--- src/rtl/mul_issue_ctrl_pkg.sv ---
// Shared CPU definitions: ALU-control codes, ALUOp classes
// and the multiply-issue FSM state encoding.
package mul_issue_ctrl_pkg;

  typedef enum logic [3:0] {
    ALU_AND = 4'b0000,
    ALU_OR  = 4'b0001,
    ALU_XOR = 4'b0010,
    ALU_ADD = 4'b0011,
    ALU_SUB = 4'b0100,
    ALU_MUL = 4'b0101,
    ALU_SLT = 4'b0110,
    ALU_SLL = 4'b0111,
    ALU_SRL = 4'b1000,
    ALU_SRA = 4'b1001,
    ALU_BEQ = 4'b1010
  } alu_ctrl_e;

  typedef enum logic [1:0] {
    ALUOP_MEM    = 2'b00,
    ALUOP_BRANCH = 2'b01,
    ALUOP_RTYPE  = 2'b10,
    ALUOP_ITYPE  = 2'b11
  } alu_op_e;

  typedef enum logic [1:0] {
    IDLE = 2'b00,
    BUSY = 2'b01,
    DONE = 2'b10
  } mul_state_e;

endpackage

--- src/rtl/mul_shift_add_dp.sv ---
// Shift-add multiplier datapath: operand shifters,
// accumulator and the adder producing the next partial sum.
module mul_shift_add_dp #(
  parameter int XLEN = 32
) (
  input  logic            clk,
  input  logic            rst,
  input  logic            load,
  input  logic            step,
  input  logic [XLEN-1:0] a,
  input  logic [XLEN-1:0] b,
  output logic [XLEN-1:0] sum
);

  logic [XLEN-1:0] mcand;
  logic [XLEN-1:0] mplier;
  logic [XLEN-1:0] acc;

  assign sum = mplier[0] ? acc + mcand : acc;

  always_ff @(posedge clk or posedge rst) begin
    if (rst) begin
      mcand  <= '0;
      mplier <= '0;
      acc    <= '0;
    end else if (load) begin
      mcand  <= a;
      mplier <= b;
      acc    <= '0;
    end else if (step) begin
      acc    <= sum;
      mcand  <= mcand << 1;
      mplier <= mplier >> 1;
    end
  end

endmodule

--- src/rtl/mul_issue_ctrl.sv ---
// EX-stage multicycle multiply issue control: stalls the
// pipeline while a 1-bit-per-cycle shift-add multiply runs.
module mul_issue_ctrl
  import mul_issue_ctrl_pkg::*;
#(
  parameter int         XLEN     = 32,
  parameter logic [3:0] MUL_CODE = ALU_MUL
) (
  input  logic            clk_i,
  input  logic            rst_i,
  input  logic            valid_i,
  input  logic [3:0]      alu_ctrl_i,
  input  logic [XLEN-1:0] src1_i,
  input  logic [XLEN-1:0] src2_i,
  input  logic            flush_i,
  output logic            stall_o,
  output logic            busy_o,
  output logic            done_o,
  output logic [XLEN-1:0] result_o
);

  localparam int CW = $clog2(XLEN);
  localparam logic [CW-1:0] LAST = CW'(XLEN - 1);

  mul_state_e      state;
  logic [CW-1:0]   cnt;
  logic            start;
  logic            step;
  logic [XLEN-1:0] sum;

  assign start = valid_i && (alu_ctrl_i == MUL_CODE) && !flush_i;
  assign step  = (state == BUSY) && !flush_i;

  // The request cycle itself must already hold the pipeline.
  assign stall_o = !rst_i &&
                   (((state == IDLE) && start) || (state == BUSY));

  mul_shift_add_dp #(
    .XLEN (XLEN)
  ) u_dp (
    .clk  (clk_i),
    .rst  (rst_i),
    .load ((state == IDLE) && start),
    .step (step),
    .a    (src1_i),
    .b    (src2_i),
    .sum  (sum)
  );

  always_ff @(posedge clk_i or posedge rst_i) begin
    if (rst_i) begin
      state    <= IDLE;
      cnt      <= '0;
      busy_o   <= 1'b0;
      done_o   <= 1'b0;
      result_o <= '0;
    end else begin
      done_o <= 1'b0;
      unique case (state)
        IDLE: begin
          if (start) begin
            state  <= BUSY;
            cnt    <= '0;
            busy_o <= 1'b1;
          end
        end
        BUSY: begin
          if (flush_i) begin
            state  <= IDLE;
            busy_o <= 1'b0;
          end else begin
            cnt <= cnt + CW'(1);
            if (cnt == LAST) begin
              state    <= DONE;
              done_o   <= 1'b1;
              result_o <= sum;
            end
          end
        end
        DONE: begin
          // Result is already committed, so flush is ignored here.
          state  <= IDLE;
          busy_o <= 1'b0;
        end
        default: begin
          state  <= IDLE;
          busy_o <= 1'b0;
        end
      endcase
    end
  end

endmodule

--- config.mk ---
export PLATFORM = sky130hd
export DESIGN_NAME = mul_issue_ctrl
export DESIGN_NICKNAME = d
export VERILOG_FILES = /design/src/rtl/mul_issue_ctrl_pkg.sv /design/src/rtl/mul_shift_add_dp.sv /design/src/rtl/mul_issue_ctrl.sv
export SDC_FILE = /design/constraint.sdc
export NUM_CORES = 1
export LEC_CHECK = 0
export ABC_AREA = 1
export BUFFER_PORTS_ARGS = -buffer_cell sky130_fd_sc_hd__buf_4
export CORE_MARGIN = 2
export CORE_UTILIZATION = 30
export CTS_BUF_LIST = sky130_fd_sc_hd__clkbuf_8 sky130_fd_sc_hd__clkbuf_16
export CTS_CLUSTER_DIAMETER = 100
export CTS_CLUSTER_SIZE = 40
export DETAILED_ROUTE_END_ITERATION = 12
export SYNTH_ARGS = -nofsm -noshare
export SYNTH_HDL_FRONTEND = slang
export SYNTH_SLANG_ARGS = --single-unit
--- constraint.sdc ---
create_clock -name clk_i -period 8.1 [get_ports clk_i]
set_clock_uncertainty 0.1 [all_clocks]
set_input_delay 0.81 -clock clk_i [delete_from_list [all_inputs] [get_ports clk_i]]
set_output_delay 0.81 -clock clk_i [all_outputs]
set_load 0.02 [all_outputs]
Yosys cells after proc, flatten, opt, wreduce, memory -nomap -nowiden
Index checks and enable logic that the tools add are counted.

Word-level logic and storage cells: 53. Output and inout port bits: 35. Latch bits: 0. Bits in writable memories: 0. Memories: 0. Bits in registers: 137. Bits in read-only memories: 0. Bits of input ports: 72.

Reduce and logical (&&, ||, !) cells: 15. Multipliers: 0. Muxes and demuxes: 20. Bitwise gates (word level): 1. Div/mod/pow operators: 0. Equal/unequal tests: 7. Add/subtract/negate cells: 2. Shifts and indexed selects: 0. $lt $le $gt $ge: 0.

Operators by type and width (number): $mux W32 (7); $add A32 B32 Y32 (1); $mux W5 (2); $pmux W5 S2 (1); $mux W2 (3); $ne A2 B2 Y1 const B (3); $reduce_and A3 Y1 (2); $add A5 B1 Y5 const B (1); $eq A5 B5 Y1 const B (1); $logic_and A1 B1 Y1 (5); $mux W1 (5); $eq A4 B3 Y1 const B (1); $pmux W2 S2 (1); $reduce_and A2 Y1 (2); $reduce_bool A2 Y1 (2); $ne A3 B2 Y1 const B (1); $eq A2 B1 Y1 const B (1); $logic_not A1 Y1 (2); $logic_not A2 Y1 (1); $pmux W1 S2 (1); $logic_or A1 B1 Y1 (1); $not A1 Y1 (1).

Logic depth before layout (Yosys ltp)
Gate-level depths: netlist of run 1.

Word-level depth: 6. Depth in mapped cells: 13.

By module
From an unflattened synthesis of run 1, not the netlist that was laid out.

Cell total of the unflattened synthesis: 1196. Area, all modules: 8473.1 um^2.

Modules (own cells, without submodules): mul_shift_add_dp (area each 6779.0 um^2, times used 1, sequential area each 2402.3 um^2, cells an instance 1000); mul_issue_ctrl (area each 1694.1 um^2, times used 1, sequential area each 1026.0 um^2, cells an instance 196).

Least setup slack after synthesis of run 1
No wires, ideal clock.

Kind: input-to-output. From: input flush_i. To: output stall_o. Stages on the path: 6. Slack: 5255 ps. Arrival time: 1935 ps. Cell sequence: nor3_1 > nand3b_1 > nor3_2 > buf_2 > inv_1 > a21oi_1.

Longest elaborated chain between the ends: 5.

Ends and longest elaborated chain: start, declared (RTL line mul_issue_ctrl.sv:15) `input logic flush_i,`; $logic_not A1 Y1 (RTL line mul_issue_ctrl.sv:31) `assign start = valid_i && (alu_ctrl_i == MUL_CODE) && !flush_i;`; $logic_and A1 B1 Y1 (RTL line mul_issue_ctrl.sv:31); $logic_and A1 B1 Y1 (RTL line mul_issue_ctrl.sv:36) `(((state == IDLE) && start) || (state == BUSY));`; $logic_or A1 B1 Y1 (RTL line mul_issue_ctrl.sv:36); $logic_and A1 B1 Y1 (RTL line mul_issue_ctrl.sv:35) `assign stall_o = !rst_i &&`; end, declared (RTL line mul_issue_ctrl.sv:16) `output logic stall_o,`.

Every way passes these cells.

Worst setup path in the final report of run 1
Ends and elaborated chain as after synthesis.

==> metrics.md, run 1 <==
| Metric | Value |
|---|---|
| Simple-Gate Fraction of Synth Area | `36.9%` |
| Inserted Diodes | `0` |
| Worst Path Arrival | `2.61 ns` |
| Total number of vias | `7585` |
| Vias per std cell | `4.64` |
| Full die area | `28600 um2` |
| Flops & latches, synth | `137` |
| Final nets | `1385` |
| Syn. warnings | `0` |
| Gr ovfl total | `0` |
| Slew Limit Headroom | `33.0%` |
| Residual DRC | `0` |
| Leak pwr | `5.53 nW` |
| Tot Pwr | `0.00252 W` |
| Crit path to | `stall_o` |
| First-pass GRT wire length | `38000 um` |
| Worst path top cell family by delay | `buffers and inverters` |
| Hold Buf Count CTS | `0` |
| Flop2flop setup slack | `4.71 ns` |
| Clock buffer depth | `2` |
| Synth top area share | `41.9%` |
| Period minus WS final | `3.52 ns` |
| Root Driver | `clkbuf_16` |
| Worst vdd rail ir drop | `0.157 mV` |
| Post-CTS sizing | `0` |
| CP cell instances | `buf_4 -> nor3_1 -> nand3b_1 -> nor3_4 -> buf_4 -> inv_1 -> a21oi_1 -> buf_4` |
| Number of global-route vias before repair | `7544` |
| Port Buffers | `106` |
| Register area share after synthesis | `41.9%` |
| GPL Wtd Cong | `0.907` |
| Slew @ Worst Pin | `1.00 ns` |
| Post-DR wirelength/cell | `13.9 um` |
| CTS buffer count | `17` |
| Fillcell total | `2870` |
| Adder-Cell Fraction of Synth Area | `5.28%` |
| Slowest-stage cell, CP | `buf_4` |
| Post-Route WL | `22700 um` |
| Multi-input logic area | `4080 um2` |
| Max_cap viols | `0` |
| Worst setup SP type | `input port` |
| Reg-to-Reg End | `u_dp.acc[16]` |
| Largest family of logic cells by synthesized area | `simple AND/OR/NAND/NOR gates` |
| Mux share of post-synthesis cell area | `0%` |
| Mean area per synthesized cell | `6.90 um2` |
| Routed Antenna Nets | `0` |
| Die Y | `169 um` |
| Synth area leaders | `dfrtp_1, nand2_1, nand3_1` |
| Max Fclk | `0.284 GHz` |
| Initial antenna violation count | `0` |
| Synth cell types | `28` |
| CP startpoint | `flush_i` |
| Layout area overhead | `21.0%` |
| Synth Instances | `1188` |
| Row count | `60` |
| CP Capture Type | `output pin` |
| Synthesized area | `8190 um2` |
| CTS H-tree lvls | `4` |
| Post-synth top area cell | `dfrtp_1` |
| Reg2reg start | `state[0]` |
| Register Area | `3430 um2` |
| Worst path depth | `8` |
| Setup bufs post-CTS | `0` |
| Setup violations, final | `0` |
| First-pass DRT Iterations | `5` |
| Share of layout cells above drive strength 1 | `12.9%` |
| Die X | `169 um` |
| Clock Sinks | `137` |
| Starting density of the core | `30.5%` |
| Final Max Slew Viols | `0` |
| Final period util | `43.5%` |
| Worst Path Buf+Inv | `4` |
| Fin. Hold Viols | `0` |
| Global Route Usage Sum | `16.6%` |
| CP Max Fanout | `66` |
| Critical path class | `input port to output pin` |
| Fin Setup TNS | `0 ns` |
| 1st-iter DRT viols | `484` |
| Slowest stage delay, CP | `0.61 ns` |
| Compound-cell area share of the yosys netlist | `5.94%` |
| Outcome | `completed` |
| Core area | `26900 um2` |
| IO Count | `107` |
| Hpwl dp | `16400 um` |
| CTS tree | `built` |
| Reg clk slew, reported paths | `0.07 ns` |
| Synth Area in XOR/XNOR | `1.50%` |
| Pwr dens | `254 nW/um2` |
| Largest net degree at the start of global routing | `92` |
| RSZ-0062 raised after global routing | `false` |
| Crit path required time | `7.19 ns` |
| Critical Path Most Common Cell | `buf_4` |
| R2R cell count | `9` |
| Synthesized Nets | `1294` |
| Hold crit path type | `input port to asynchronous set/reset pin` |
| Worst-Skew Late Latency | `0.44 ns` |
-- cell families (layout without fill, tap and decap cells) --
| kind of cell | Yosys count | count (layout) |
|---|---|---|
| buffers and inverters | 181 | 285 |
| and+or+nand+nor | 738 | 738 |
| DFF | 137 | 137 |
| adders and majority gates | 34 | 34 |
| xor gates and xnor gates | 14 | 14 |
| AOI/OAI and AO/OA | 84 | 84 |
-- per-layer routing --
metal,track usage [%],part of all wire [%]
met1,23.1,49
met3,2.87,4.6
met2,26.7,45
met4,4.42,1.3
met5,0,0
-- stage by stage --
stage	instance area, um2	instances	hold WS, ns	setup slack (ns)	utilization, %
3_3_place_gp	9300	1601	0.364	4.36	34.6
2_1_floorplan	8190	1188	0.352	3.52	-
6_report	9910	1633	0.350	4.58	36.9
4_1_cts	9910	1633	0.367	4.57	36.9
3_5_place_dp	9300	1601	0.367	4.29	34.6
5_1_grt	9910	1633	0.405	4.30	36.9
-- report_power, final --
group	internal, W	switching, W	leakage, nW
logic	0.000303	0.000463	3.41
clock network	0.000442	0.000355	0.295
registers	0.000822	0.000130	1.82
total	0.00157	0.000949	5.53
-- registers in the layout, summed over array words and instances (netlist names) --
register	cells
u_dp.mcand	32
done_o	1
u_dp.acc	32
result_o	32
u_dp.mplier	32
busy_o	1
cnt	5
state	2
-- area by class of cell --
class                           instances  area share (%)
Timing Repair Buffer                  111            8.41
Inverter                              142            5.43
Multi-Input combinational cell        870            41.1
Clock inverter                         15            1.86
Tap cell                              341            4.30
Sequential cell                       137            34.6
Clock buffer                           17            4.29
-- placed cells by master, fill, tap and decap left out, types with 6 or more instances in the layout --
cell type  Yosys  layout
nand2_1      526     526
nand3_1      140     140
inv_1        140     139
dfrtp_1      137     136
buf_4          0     111
nor2_1        42      42
o21ai_0       33      33
ha_1          33      33
a21oi_1       23      23
or2_2         17      17
clkbuf_16      0      17
a22oi_1       15      15
xnor2_1       10      10
nor3_1         6       6
-- cell usage after synthesis --
cell type / count
nand2_1: 526
inv_1: 140
nand3_1: 140
dfrtp_1: 137
nor2_1: 42
ha_1: 33
o21ai_0: 33
a21oi_1: 23
clkbuf_1: 23
or2_2: 17
a22oi_1: 15
buf_2: 15
xnor2_1: 10
nor3_1: 6
o211ai_1: 4
o22ai_1: 4
xor2_1: 4
nand4_1: 3
o21bai_1: 3
inv_2: 2
a21o_1: 1
a22o_1: 1
buf_1: 1
fa_1: 1
nand3b_1: 1
nor2_2: 1
nor2_4: 1
nor3_2: 1
-- worst min-delay path by stage --
stage                            to  slack [ns]  cells after the start
finish                       busy_o        0.35                      2
global route        u_dp.mplier[22]        0.41                      2
detailed placement     result_o[31]        0.37                      2
CTS                 u_dp.mplier[14]        0.37                      2
global placement    u_dp.mplier[18]        0.36                      2
floorplan           u_dp.mplier[10]        0.35                      2
(Power assumes the default switching activity.)
==> inputs of run 2 (changes only) <==
Clock period 8.1 ns to 3.5 ns, I/O delays scaled along.
==> metrics.md, run 2 (synthesis results as in run 1) <==
| Metric | Value |
|---|---|
| Fillcell total | `2871 (+0.035%)` |
| Slew @ Worst Pin | `0.994 ns (-0.0105 ns)` |
| Die X | `169 um (unchanged)` |
| GPL Wtd Cong | `0.856 (-5.6%)` |
| Fin Setup TNS | `0 ns (unchanged)` |
| Hold crit path type | `input port to flop` |
| Max Fclk | `0.368 GHz` |
| CP cell instances | `nor3_4 -> buf_4 -> inv_1 -> a21oi_1 -> buf_4` |
| Final period util | `77.7%` |
| Post-CTS sizing | `0 (unchanged)` |
| Residual DRC | `0 (unchanged)` |
| CTS H-tree lvls | `4 (unchanged)` |
| Reg-to-Reg End | `u_dp.mplier[31]` |
| Largest net degree at the start of global routing | `76 (-17%)` |
| 1st-iter DRT viols | `427 (-12%)` |
| Core Util, Final | `37.1% (+0.24 points)` |
| CP startpoint | `state[0]` |
| Slew Limit Headroom | `33.6% (+0.55 points)` |
| Inserted Diodes | `0 (unchanged)` |
| Final Max Slew Viols | `0 (unchanged)` |
| Tot Pwr | `0.00587 W (+130%)` |
| CP Max Fanout | `66 (unchanged)` |
| Row count | `60 (unchanged)` |
| Starting density of the core | `30.5% (unchanged)` |
| Post-Route WL | `22600 um (-0.43%)` |
| Number of global-route vias before repair | `7414 (-1.7%)` |
| Gr ovfl total | `0 (unchanged)` |
| Worst vdd rail ir drop | `0.351 mV (+120%)` |
| Setup violations, final | `0 (unchanged)` |
| Port Buffers | `106 (unchanged)` |
| Core area | `26900 um2 (unchanged)` |
| IO Count | `107 (unchanged)` |
| R2R cell count | `7 (-2)` |
| Crit path to | `stall_o` |
| CTS tree | `built` |
| Leak pwr | `5.55 nW (+0.51%)` |
| Global Route Usage Sum | `16.4% (-0.22 points)` |
| Clock buffer depth | `2 (unchanged)` |
| Reg2reg start | `state[0]` |
| Worst path depth | `5 (-3)` |
| Setup bufs post-CTS | `0 (unchanged)` |
| Worst path top cell family by delay | `buffers and inverters` |
| First-pass DRT Iterations | `5 (unchanged)` |
| Slowest-stage cell, CP | `buf_4` |
| Clock Sinks | `137 (unchanged)` |
| Final nets | `1389 (+0.29%)` |
| Root Driver | `clkbuf_16` |
| Hold Buf Count CTS | `1 (+1)` |
| Hpwl dp | `16400 um (-0.15%)` |
| Layout area overhead | `21.8%` |
| Slowest stage delay, CP | `0.59 ns (-0.02 ns)` |
| Pwr dens | `588 nW/um2 (+130%)` |
| Worst-Skew Late Latency | `0.44 ns (about the same)` |
| Max_cap viols | `0 (unchanged)` |
| Vias per std cell | `4.64 (about the same)` |
| Post-DR wirelength/cell | `13.8 um (-0.68%)` |
| Most frequent cells in the layout | `nand2_1, nand3_1, inv_1` |
| Worst Path Arrival | `2.27 ns (-0.34 ns)` |
| CTS buffer count | `17 (unchanged)` |
| Initial antenna violation count | `0 (unchanged)` |
| First-pass GRT wire length | `37600 um (-1.1%)` |
| Crit path required time | `3.05 ns (-4.14 ns)` |
| Outcome | `completed` |
| RSZ-0062 raised after global routing | `false` |
| Reg clk slew, reported paths | `0.07 ns (about the same)` |
| Worst setup SP type | `flop` |
| Die Y | `169 um (unchanged)` |
| Share of layout cells above drive strength 1 | `13.0% (+0.11 points)` |
| Critical path class | `flop to output pin` |
| Worst Path Buf+Inv | `3 (-1)` |
| Full die area | `28600 um2 (unchanged)` |
| Flop2flop setup slack | `0.83 ns (-3.88 ns)` |
| Critical Path Most Common Cell | `buf_4` |
| Total number of vias | `7600 (+0.20%)` |
| Routed Antenna Nets | `0 (unchanged)` |
| Fin. Hold Viols | `0 (unchanged)` |
| CP Capture Type | `output pin` |
| Most common cell after layout, fill and taps aside | `nand2_1` |
| Period minus WS final | `2.72 ns` |
## run 2: worst min-delay path by stage
stage / endpoint / start / slack [ns] / cells after the start
6_report: u_dp.mplier[20] / src2_i[20] / 0.02 / 3
5_1_grt: u_dp.mplier[19] / src2_i[19] / 0.02 / 3
4_1_cts: u_dp.mplier[20] / src2_i[20] / 0.01 / 3
3_5_place_dp: busy_o / rst_i / 0.33 / 2
3_3_place_gp: busy_o / rst_i / 0.33 / 2
2_1_floorplan: u_dp.mplier[10] / u_dp.mplier[10] / 0.35 / 2
## run 2: cell type report
type                       count  area (um2)  share of cell area (%)
multi-input combinational    870        4080                    40.9
sequential                   137        3430                    34.4
timing repair buffer         115         878                    8.80
inverter                     142         537                    5.38
tap                          341         427                    4.28
clock buffer                  17         425                    4.26
clock inverter                15         206                    2.07
## run 2: power by group
part	internal (W)	switching, W
sequential	0.00190	0.000270
clock	0.000977	0.000884
combinational	0.000709	0.00113
## run 2: metal layers
layer	wire length (um)	up-vias	track usage (%)
li1	-	3914	-
met1	10900	3492	22.4
met2	10200	170	26.3
met3	1160	24	3.50
met4	289	0	4.42
met5	0	-	0
## run 2: worst register-to-register path, stage by stage (launching register included)
cell	delay [ns]
dfrtp_1	0.43
inv_1	0.07
nor2_1	0.07
inv_2	0.10
nor2_4	0.10
nor2_4	0.79
inv_1	0.56
o21ai_0	0.35
## run 2: through the flow
stage                     instances  instance area (um2)  setup slack [ns]  hold slack (ns)
after global routing           1637                 9980             0.552           0.0249
after detailed placement       1604                 9340             0.842            0.326
after global placement         1604                 9340             0.853            0.329
after CTS                      1637                 9980             0.725           0.0115
after floorplan                1188                 8200              1.34            0.352
final                          1637                 9980             0.779           0.0205
